===== src/rtl/fifo_param_ctrl_if.sv =====
// Producer/consumer-facing bus of the parametrised FIFO controller.
//   master : drives flush, write request/data and read request; observes data, count, state, flags, handshakes
//   slave  : the FIFO side of the same signals
interface fifo_param_ctrl_if #(
  parameter int unsigned DATA_W = 32,
  parameter int unsigned ADDR_W = 3
);
  logic              flush;
  logic              wr_en;
  logic [DATA_W-1:0] wr_data;
  logic              rd_en;
  logic [DATA_W-1:0] rd_data;
  logic [ADDR_W:0]   data_count;
  logic [2:0]        state;
  logic              full;
  logic              empty;
  logic              almost_full;
  logic              almost_empty;
  logic              wr_ack;
  logic              wr_err;
  logic              rd_ack;
  logic              rd_err;

  modport master (
    output flush, wr_en, wr_data, rd_en,
    input  rd_data, data_count, state, full, empty, almost_full, almost_empty,
           wr_ack, wr_err, rd_ack, rd_err
  );

  modport slave (
    input  flush, wr_en, wr_data, rd_en,
    output rd_data, data_count, state, full, empty, almost_full, almost_empty,
           wr_ack, wr_err, rd_ack, rd_err
  );
endinterface


===== src/rtl/fifo_param_ctrl.sv =====
// Parametrised synchronous FIFO with occupancy counter, 6-state status FSM and
// registered flags/handshakes.
//   clk   : rising-edge clock
//   reset : asynchronous active-high reset
//   bus   : fifo_param_ctrl_if.slave -- flush, wr_en/wr_data, rd_en/rd_data,
//           data_count, state, full/empty/almost_*, wr_ack/wr_err/rd_ack/rd_err
module fifo_param_ctrl #(
  parameter int unsigned DATA_W   = 32,
  parameter int unsigned ADDR_W   = 3,
  parameter int unsigned AF_LEVEL = 6,
  parameter int unsigned AE_LEVEL = 2
) (
  input  logic                clk,
  input  logic                reset,
  fifo_param_ctrl_if.slave    bus
);

  localparam int unsigned DEPTH = 2 ** ADDR_W;
  localparam int unsigned CW    = ADDR_W + 1;

  typedef enum logic [2:0] {
    IDLE     = 3'b000,
    WRITE    = 3'b001,
    READ     = 3'b010,
    WR_ERROR = 3'b011,
    RD_ERROR = 3'b100,
    RDWR     = 3'b101
  } state_t;

  logic [DATA_W-1:0] mem [DEPTH];

  state_t            state_q, state_n;
  logic [ADDR_W-1:0] wr_ptr_q, rd_ptr_q;
  logic [CW-1:0]     count_q, count_n;
  logic [DATA_W-1:0] rd_data_q;
  logic              full_q, empty_q, af_q, ae_q;
  logic              wr_ack_q, wr_err_q, rd_ack_q, rd_err_q;
  logic              wr_ack_n, wr_err_n, rd_ack_n, rd_err_n;
  logic              do_wr, do_rd, legal, is_full, is_empty;

  assign is_full  = (count_q == CW'(DEPTH));
  assign is_empty = (count_q == '0);

  // Next-state, request decode and next occupancy
  always_comb begin
    state_n  = IDLE;
    do_wr    = 1'b0;
    do_rd    = 1'b0;
    wr_ack_n = 1'b0;
    wr_err_n = 1'b0;
    rd_ack_n = 1'b0;
    rd_err_n = 1'b0;
    count_n  = count_q;
    legal    = 1'b1;

    // Unused encodings perform no operation and fall back to IDLE
    case (state_q)
      IDLE, WRITE, READ, WR_ERROR, RD_ERROR, RDWR: legal = 1'b1;
      default:                                     legal = 1'b0;
    endcase

    if (!bus.flush && legal) begin
      case ({bus.wr_en, bus.rd_en})
        2'b10: begin
          if (is_full) begin
            state_n  = WR_ERROR;
            wr_err_n = 1'b1;
          end else begin
            state_n  = WRITE;
            do_wr    = 1'b1;
            wr_ack_n = 1'b1;
          end
        end
        2'b01: begin
          if (is_empty) begin
            state_n  = RD_ERROR;
            rd_err_n = 1'b1;
          end else begin
            state_n  = READ;
            do_rd    = 1'b1;
            rd_ack_n = 1'b1;
          end
        end
        2'b11: begin
          // Empty: no fall-through, the read is rejected while the write lands
          if (is_empty) begin
            state_n  = WRITE;
            do_wr    = 1'b1;
            wr_ack_n = 1'b1;
            rd_err_n = 1'b1;
          end else begin
            // Full: the slot being read is the one being overwritten
            state_n  = RDWR;
            do_wr    = 1'b1;
            do_rd    = 1'b1;
            wr_ack_n = 1'b1;
            rd_ack_n = 1'b1;
          end
        end
        default: ;
      endcase
    end

    if (bus.flush) begin
      count_n = '0;
    end else if (do_wr && !do_rd) begin
      count_n = count_q + CW'(1);
    end else if (do_rd && !do_wr) begin
      count_n = count_q - CW'(1);
    end
  end

  // State, pointers, count, read data, flags and handshakes
  always_ff @(posedge clk or posedge reset) begin
    if (reset) begin
      state_q   <= IDLE;
      wr_ptr_q  <= '0;
      rd_ptr_q  <= '0;
      count_q   <= '0;
      rd_data_q <= '0;
      full_q    <= 1'b0;
      empty_q   <= 1'b1;
      af_q      <= 1'b0;
      ae_q      <= 1'b1;
      wr_ack_q  <= 1'b0;
      wr_err_q  <= 1'b0;
      rd_ack_q  <= 1'b0;
      rd_err_q  <= 1'b0;
    end else begin
      state_q  <= state_n;
      count_q  <= count_n;
      full_q   <= (count_n == CW'(DEPTH));
      empty_q  <= (count_n == '0);
      af_q     <= (count_n >= CW'(AF_LEVEL));
      ae_q     <= (count_n <= CW'(AE_LEVEL));
      wr_ack_q <= wr_ack_n;
      wr_err_q <= wr_err_n;
      rd_ack_q <= rd_ack_n;
      rd_err_q <= rd_err_n;
      if (do_rd) begin
        rd_data_q <= mem[rd_ptr_q];
      end
      if (bus.flush) begin
        wr_ptr_q <= '0;
        rd_ptr_q <= '0;
      end else begin
        if (do_wr) wr_ptr_q <= wr_ptr_q + ADDR_W'(1);
        if (do_rd) rd_ptr_q <= rd_ptr_q + ADDR_W'(1);
      end
    end
  end

  // Storage has no reset
  always_ff @(posedge clk) begin
    if (do_wr) begin
      mem[wr_ptr_q] <= bus.wr_data;
    end
  end

  assign bus.rd_data      = rd_data_q;
  assign bus.data_count   = count_q;
  assign bus.state        = state_q;
  assign bus.full         = full_q;
  assign bus.empty        = empty_q;
  assign bus.almost_full  = af_q;
  assign bus.almost_empty = ae_q;
  assign bus.wr_ack       = wr_ack_q;
  assign bus.wr_err       = wr_err_q;
  assign bus.rd_ack       = rd_ack_q;
  assign bus.rd_err       = rd_err_q;

endmodule


===== src/flat_wrapper.sv =====
// flat-port wrapper written by rule: the top's interface ports become plain ports
module fifo_param_ctrl_flat 
#(
  parameter int unsigned DATA_W   = 32,
  parameter int unsigned ADDR_W   = 3,
  parameter int unsigned AF_LEVEL = 6,
  parameter int unsigned AE_LEVEL = 2
)
  (clk, reset, bus_flush, bus_wr_en, bus_wr_data, bus_rd_en, bus_rd_data, bus_data_count, bus_state, bus_full, bus_empty, bus_almost_full, bus_almost_empty, bus_wr_ack, bus_wr_err, bus_rd_ack, bus_rd_err);
  fifo_param_ctrl_if #(.DATA_W(DATA_W), .ADDR_W(ADDR_W)) bus_i ();
  input  logic clk;
  input  logic reset;
  input wire logic [$bits(bus_i.flush)-1:0] bus_flush;
  input wire logic [$bits(bus_i.wr_en)-1:0] bus_wr_en;
  input wire logic [$bits(bus_i.wr_data)-1:0] bus_wr_data;
  input wire logic [$bits(bus_i.rd_en)-1:0] bus_rd_en;
  output wire logic [$bits(bus_i.rd_data)-1:0] bus_rd_data;
  output wire logic [$bits(bus_i.data_count)-1:0] bus_data_count;
  output wire logic [$bits(bus_i.state)-1:0] bus_state;
  output wire logic [$bits(bus_i.full)-1:0] bus_full;
  output wire logic [$bits(bus_i.empty)-1:0] bus_empty;
  output wire logic [$bits(bus_i.almost_full)-1:0] bus_almost_full;
  output wire logic [$bits(bus_i.almost_empty)-1:0] bus_almost_empty;
  output wire logic [$bits(bus_i.wr_ack)-1:0] bus_wr_ack;
  output wire logic [$bits(bus_i.wr_err)-1:0] bus_wr_err;
  output wire logic [$bits(bus_i.rd_ack)-1:0] bus_rd_ack;
  output wire logic [$bits(bus_i.rd_err)-1:0] bus_rd_err;
  assign bus_i.flush = bus_flush;
  assign bus_i.wr_en = bus_wr_en;
  assign bus_i.wr_data = bus_wr_data;
  assign bus_i.rd_en = bus_rd_en;
  assign bus_rd_data = bus_i.rd_data;
  assign bus_data_count = bus_i.data_count;
  assign bus_state = bus_i.state;
  assign bus_full = bus_i.full;
  assign bus_empty = bus_i.empty;
  assign bus_almost_full = bus_i.almost_full;
  assign bus_almost_empty = bus_i.almost_empty;
  assign bus_wr_ack = bus_i.wr_ack;
  assign bus_wr_err = bus_i.wr_err;
  assign bus_rd_ack = bus_i.rd_ack;
  assign bus_rd_err = bus_i.rd_err;
  fifo_param_ctrl #(.DATA_W(DATA_W), .ADDR_W(ADDR_W), .AF_LEVEL(AF_LEVEL), .AE_LEVEL(AE_LEVEL)) u_core (.clk(clk), .reset(reset), .bus(bus_i));
endmodule

===== config.mk =====
export PLATFORM = sky130hd
export DESIGN_NAME = fifo_param_ctrl_flat
export DESIGN_NICKNAME = d
export VERILOG_FILES = /design/src/rtl/fifo_param_ctrl_if.sv /design/src/rtl/fifo_param_ctrl.sv /design/src/flat_wrapper.sv
export SDC_FILE = /design/constraint.sdc
export NUM_CORES = 1
export LEC_CHECK = 0
export BUFFER_PORTS_ARGS = -buffer_cell sky130_fd_sc_hd__buf_4
export CAP_MARGIN = 20
export CELL_PAD_IN_SITES_DETAIL_PLACEMENT = 0
export CELL_PAD_IN_SITES_GLOBAL_PLACEMENT = 2
export CORE_UTILIZATION = 36
export CTS_CLUSTER_SIZE = 25
export DETAILED_ROUTE_END_ITERATION = 8
export PLACE_DENSITY = 0.68
export SYNTH_ARGS = -nofsm -noshare
export SYNTH_HDL_FRONTEND = slang
export SYNTH_SLANG_ARGS = --single-unit

===== constraint.sdc =====
create_clock -name clk -period 6.35 [get_ports clk]
set_input_delay 0.9525 -clock clk [delete_from_list [all_inputs] [get_ports clk]]
set_output_delay 0.9525 -clock clk [all_outputs]
set_load 0.02 [all_outputs]

Yosys cells after proc, flatten, opt, wreduce, memory -nomap -nowiden
Memories as Yosys holds them, arrays and structs flattened. A register that Yosys moved wholly into a read port is not among the register bits.
Index checks and enable logic that the tools add are counted.
- register bits after elaboration: 21
- bits in writable memories: 256
- input bits: 37
- output and inout bits: 47
- logic and storage cells: 69
- memories: 1
- memories (name ; words ; bits a word ; rd ports ; clocked after memory_dff ; wr ports ; line ; source):
    u_core.mem ; 8 ; 32 ; 1 ; 1 ; 1 ; fifo_param_ctrl.sv:30 ; logic [DATA_W-1:0] mem [DEPTH];
- add/subtract/negate cells: 4
- $lt $le $gt $ge: 2
- equality and inequality tests: 10
- multiplexer cells: 27
- reduce and logical (&&, ||, !) cells: 13
- operator list (cell ; number):
    $mux W3 ; 7
    $mux W1 ; 14
    $mux W4 ; 3
    $pmux W3 S3 ; 1
    $eq A4 B4 Y1 const B ; 2
    $logic_not A4 Y1 ; 2
    $add A3 B1 Y3 const B ; 2
    $eq A3 B2 Y1 const B ; 2
    $eq A3 B3 Y1 const B ; 2
    $reduce_or A6 Y1 ; 1
    $add A4 B1 Y4 const B ; 1
    $eq A2 B2 Y1 const B ; 2
    $ge A4 B3 Y1 const B ; 1
    $le A4 B2 Y1 const B ; 1
    $reduce_bool A2 Y1 ; 2
    $sub A4 B1 Y4 const B ; 1
    $eq A3 B1 Y1 const B ; 1
    $logic_and A1 B1 Y1 ; 3
    $logic_not A1 Y1 ; 3
    $logic_not A3 Y1 ; 1
    $eq A2 B1 Y1 const B ; 1
    $mux W2 ; 1
    $pmux W1 S2 ; 1
    $reduce_or A2 Y1 ; 1

Logic depth before layout (Yosys ltp)
- depth in word-level cells: 11
- depth in mapped cells: 9
- mapped depth without buffers: 8

Worst setup path after synthesis
Ideal clock, no wire load.
- kind: reg2reg
- from: register u_core.count_q[0] (netlist: u_core.bus.data_count[0])
- to: memory u_core.mem[2][0], enable pin
- setup time: 0.513 ns
- arrival time: 4.841 ns
- data required time: 5.837 ns
- path slack: 0.996 ns
- cell stages (with the launch flop): 7
- buffers on the path: 1
- period minus slack after synthesis: 5.354 ns
- path through: dfrtp_1 > clkbuf_1 > inv_1 > ha_1 > nand4bb_1 > nand3_2 > nor4b_1
- longest elaborated chain between the ends: 6
- ends and longest elaborated chain (what ; line ; source):
    start: declaration ; fifo_param_ctrl.sv:34 ; logic [CW-1:0] count_q, count_n;
    start signal: assignment ; fifo_param_ctrl.sv:131 ; count_q <= count_n;
    $eq A4 B4 Y1 ; fifo_param_ctrl.sv:41 ; assign is_full = (count_q == CW'(DEPTH));
    $mux W1 ; fifo_param_ctrl.sv:65 ; if (is_full) begin
    $pmux W1 S2 ; fifo_param_ctrl.sv:63 ; case ({bus.wr_en, bus.rd_en})
    $mux W1 ; fifo_param_ctrl.sv:62 ; if (!bus.flush && legal) begin
    $mux W1 ; fifo_param_ctrl.sv:155 ; if (do_wr) begin
    $mux W1 (implied by the code) ; fifo_param_ctrl.sv:156 ; mem[wr_ptr_q] <= bus.wr_data;
    end: declaration ; fifo_param_ctrl.sv:30 ;
Every way passes these cells.

Final worst setup path
- from: register u_core.count_q[0] (netlist: u_core.bus.data_count[0])
- to: memory u_core.mem[7][16], enable pin
- longest elaborated chain between the ends: 6
- ends and longest elaborated chain (what ; line ; source):
    $eq A4 B4 Y1 ; fifo_param_ctrl.sv:41 ;
    $mux W1 ; fifo_param_ctrl.sv:65 ;
    $pmux W1 S2 ; fifo_param_ctrl.sv:63 ;
    $mux W1 ; fifo_param_ctrl.sv:62 ;
    named net u_core.do_wr ; fifo_param_ctrl.sv:39 ; logic do_wr, do_rd, legal, is_full, is_empty;
    $mux W1 ; fifo_param_ctrl.sv:155 ;
    $mux W1 (implied by the code) ; fifo_param_ctrl.sv:156 ;
The timed path passes the listed nets, and every way through them passes these cells.

==> metrics <==
final slew viol count 0; hold buffer count at CTS 0; setup_tns 0 ps; post-DP HPWL around 13 mm; clock skew 16.4 ps; Ys Warns 0; Distinct cells, synth 48; worst r2r dst u_core.mem[7][16]; Mapped Nets 635; routed vias around 5.8k; post-synth top area share about two thirds; 1st-iter DRT viols between 400 and 500; combinational share of power about 15%; RSZ-0062 raised after global routing no; grt ovf 0; Tot Pwr slightly above 5 mW; Setup-failing EPs final 0; first-pass GRT wire length between 30 and 40 mm; Routed WL per cell slightly above 20 µm; XOR/XNOR Fraction of Synth Area less than 1%; Switching Share around a quarter; R2R Path Start u_core.bus.data_count[0]; Clock Power Share between 30% and 40%; CP startpoint u_core.bus.data_count[0]; hold path endpoint u_core.bus.rd_data[22]; synth top area cells edfxtp_1, mux4_2, dfrtp_1, mux2i_1, o21ai_0; Final GP Congestion approximately 0.74; post-synthesis register bit count 309; Simple-Gate Fraction of Synth Area 4.01%; number of max-cap violations 0; actual slew at the worst max-slew pin between 1000 and 1500 ps; DRT Pass-1 Iters 4; post-synthesis cell area 11900 µm²; CTS Root Cell clkbuf_16; antenna violations before repair 1; fraction of power consumed by sequential logic 47.7%; worst reg2reg path depth 8; worst hold start u_core.bus.rd_data[22]; Synth Instances 593; drt drc 0; most common cell in the netlist edfxtp_1; adder-cell area share of the yosys netlist less than 1%; IO buf count 83; VDD IR max between 0.00015 and 0.0002 V; outcome finished clean; complex-gate fraction of the synthesized area 2.39%; crit end category flip-flop; TritonCTS Buffers 34; Post-CTS Resized 0; Critical Path Start Type flip-flop; vias in the first global route roughly 6.3k; Filler cells 2839; Avg Cell Area, Syn between 20 and 25 µm²; pwr dens 362 nW/µm²; num ports 84; Worst Slack Setup Final 3350 ps; CTS H-tree depth 2; Die Ht ~180 µm; Storage cell area around 9000 µm²; R2R Setup Slk 3350 ps; Post-Layout Cell Count roughly 1.2k; Setup Buffers After CTS 0; number of antenna diodes 0; largest net degree at the start of global routing a little over 70; Synth top cells by count edfxtp_1, mux4_2, dfrtp_1; final worst path period share a little under half; dpl cells between 1k and 1.5k; WS Path Type flip-flop to flip-flop; Die W approximately 180 µm; CTS tree done; Num Clock Sinks approximately 300; worst skew pair latency 500 ps; Fmax roughly 330 MHz; area of the die between 30000 and 40000 µm²; final WL between 20 and 25 mm; nets ~740; internal power between 3 and 4 mW; post-route ant nets 0; worst path required time 6540 ps; number of enable flip-flop cells after synthesis ~260; area of the multi-input gates roughly 2700 µm²; final critical-path required period 3000 ps; max_slew headroom roughly 32%; Post-synth top flop edfxtp_1; mux share of post-synthesis cell area 15.2%; hold path depth 2; Post-synth ARST share 17.2%; GRT Total Usage between 10% and 20%; Core Area 32500 µm²; worst slack, placed between 2000 and 3000 ps; register area share after synthesis 75.9%; hold violation count in the final report 0; Area Overhead vs Synth 19.4%; Initial Util between 30% and 40%; Leak around 4.8 nW; Via density approximately 5; worst hold-check path type flip-flop to flip-flop; CP max FO 17; arrival time worst endpoint between 3000 and 4000 ps; share of layout cells above drive strength 1 roughly 33%; largest family of logic cells by synthesized area multiplexers; row count between 60 and 70; sw power about 1.3 mW; clk buf depth 3; Yosys top cell by area edfxtp_1; Reg clk slew, reported paths ~60 ps
logic make-up (layout without fill, tap and decap cells):
kind of cell / Yosys count / count (layout)
simple gates: 89 / 89
compound gates: 48 / 48
fa+ha+maj: 5 / 5
flops: 309 / 309
buf+inv: 39 / 168
xor+xnor: 4 / 4
mux: 99 / 99
state kept, by name (all words and copies together), names as in the netlist:
signal and cells:
u_core.bus.state 3, u_core.bus.rd_ack 1, u_core.wr_ptr_q 3, u_core.mem 256
u_core.bus.almost_full 1, u_core.rd_ptr_q 3, u_core.bus.rd_data 32, u_core.bus.wr_err 1
u_core.bus.data_count 4, u_core.bus.wr_ack 1, u_core.bus.rd_err 1, u_core.bus.empty 1
u_core.bus.full 1, u_core.bus.almost_empty 1
layout by cell type (no fill, tap or decap), drive strengths merged, types with 3 or more instances in the layout:
master / count
edfxtp: 256
buf: 97
mux4: 64
clkbuf: 53
dfrtp: 51
nand2: 44
o21ai: 37
mux2i: 34
nor2: 13
inv: 11
nor3: 7
ha: 5
clkinv: 5
nor3b: 4
nand3: 4
nand4: 3
layout make-up:
cell class / instances / share of cell area (%)
well taps: 442 / 3.90
inverters: 10 / 0.300
clock inverters: 8 / 0.485
multi-input cells: 245 / 19.1
flip-flops and latches: 309 / 63.6
clock buffers: 53 / 7.29
repair buffers: 97 / 5.28
per-layer routing:
metal  GRT usage [%]  up-vias  part of all wire (%)
met5               0        -                 0.038
met4            3.63        2                   1.6
met3            2.93       35                   4.7
met2            25.0      133                    49
met1            19.4     3045                    45
li1                -     2583                     -
power groups by stage:
stage	logic, mW	clock network, mW	registers, mW
after floorplan	0.386	0	2.58
after CTS	0.799	1.95	2.45
after global placement	0.788	0	2.49
after global routing	0.857	2.04	2.47
final	0.780	1.90	2.44
after detailed placement	0.797	0	2.49
through the flow:
step           area [µm²]  utilization, %  hold slack, ps
2_1_floorplan       11900               -             566
3_3_place_gp        13000            40.2             469
3_5_place_dp        13100            40.3             472
4_1_cts             14200            43.7             490
5_1_grt             14200            43.7             514
6_report            14200            43.7             478
worst max path at each step:
stage               cells past startpoint                 to
floorplan                               6   u_core.mem[2][0]
global placement                        5  u_core.mem[4][11]
detailed placement                      5  u_core.mem[4][11]
CTS                                     6  u_core.mem[4][18]
global route                            8  u_core.mem[7][18]
finish                                  8  u_core.mem[7][16]
worst max-delay path: stages (launching register included):
cell,delay [ps]
dfrtp_1,520
inv_1,170
ha_1,260
nand4bb_1,210
nand3_2,250
inv_2,210
nand2_1,190
nor2_4,610
buf_16,250
Power figures use the tool's default switching activity.
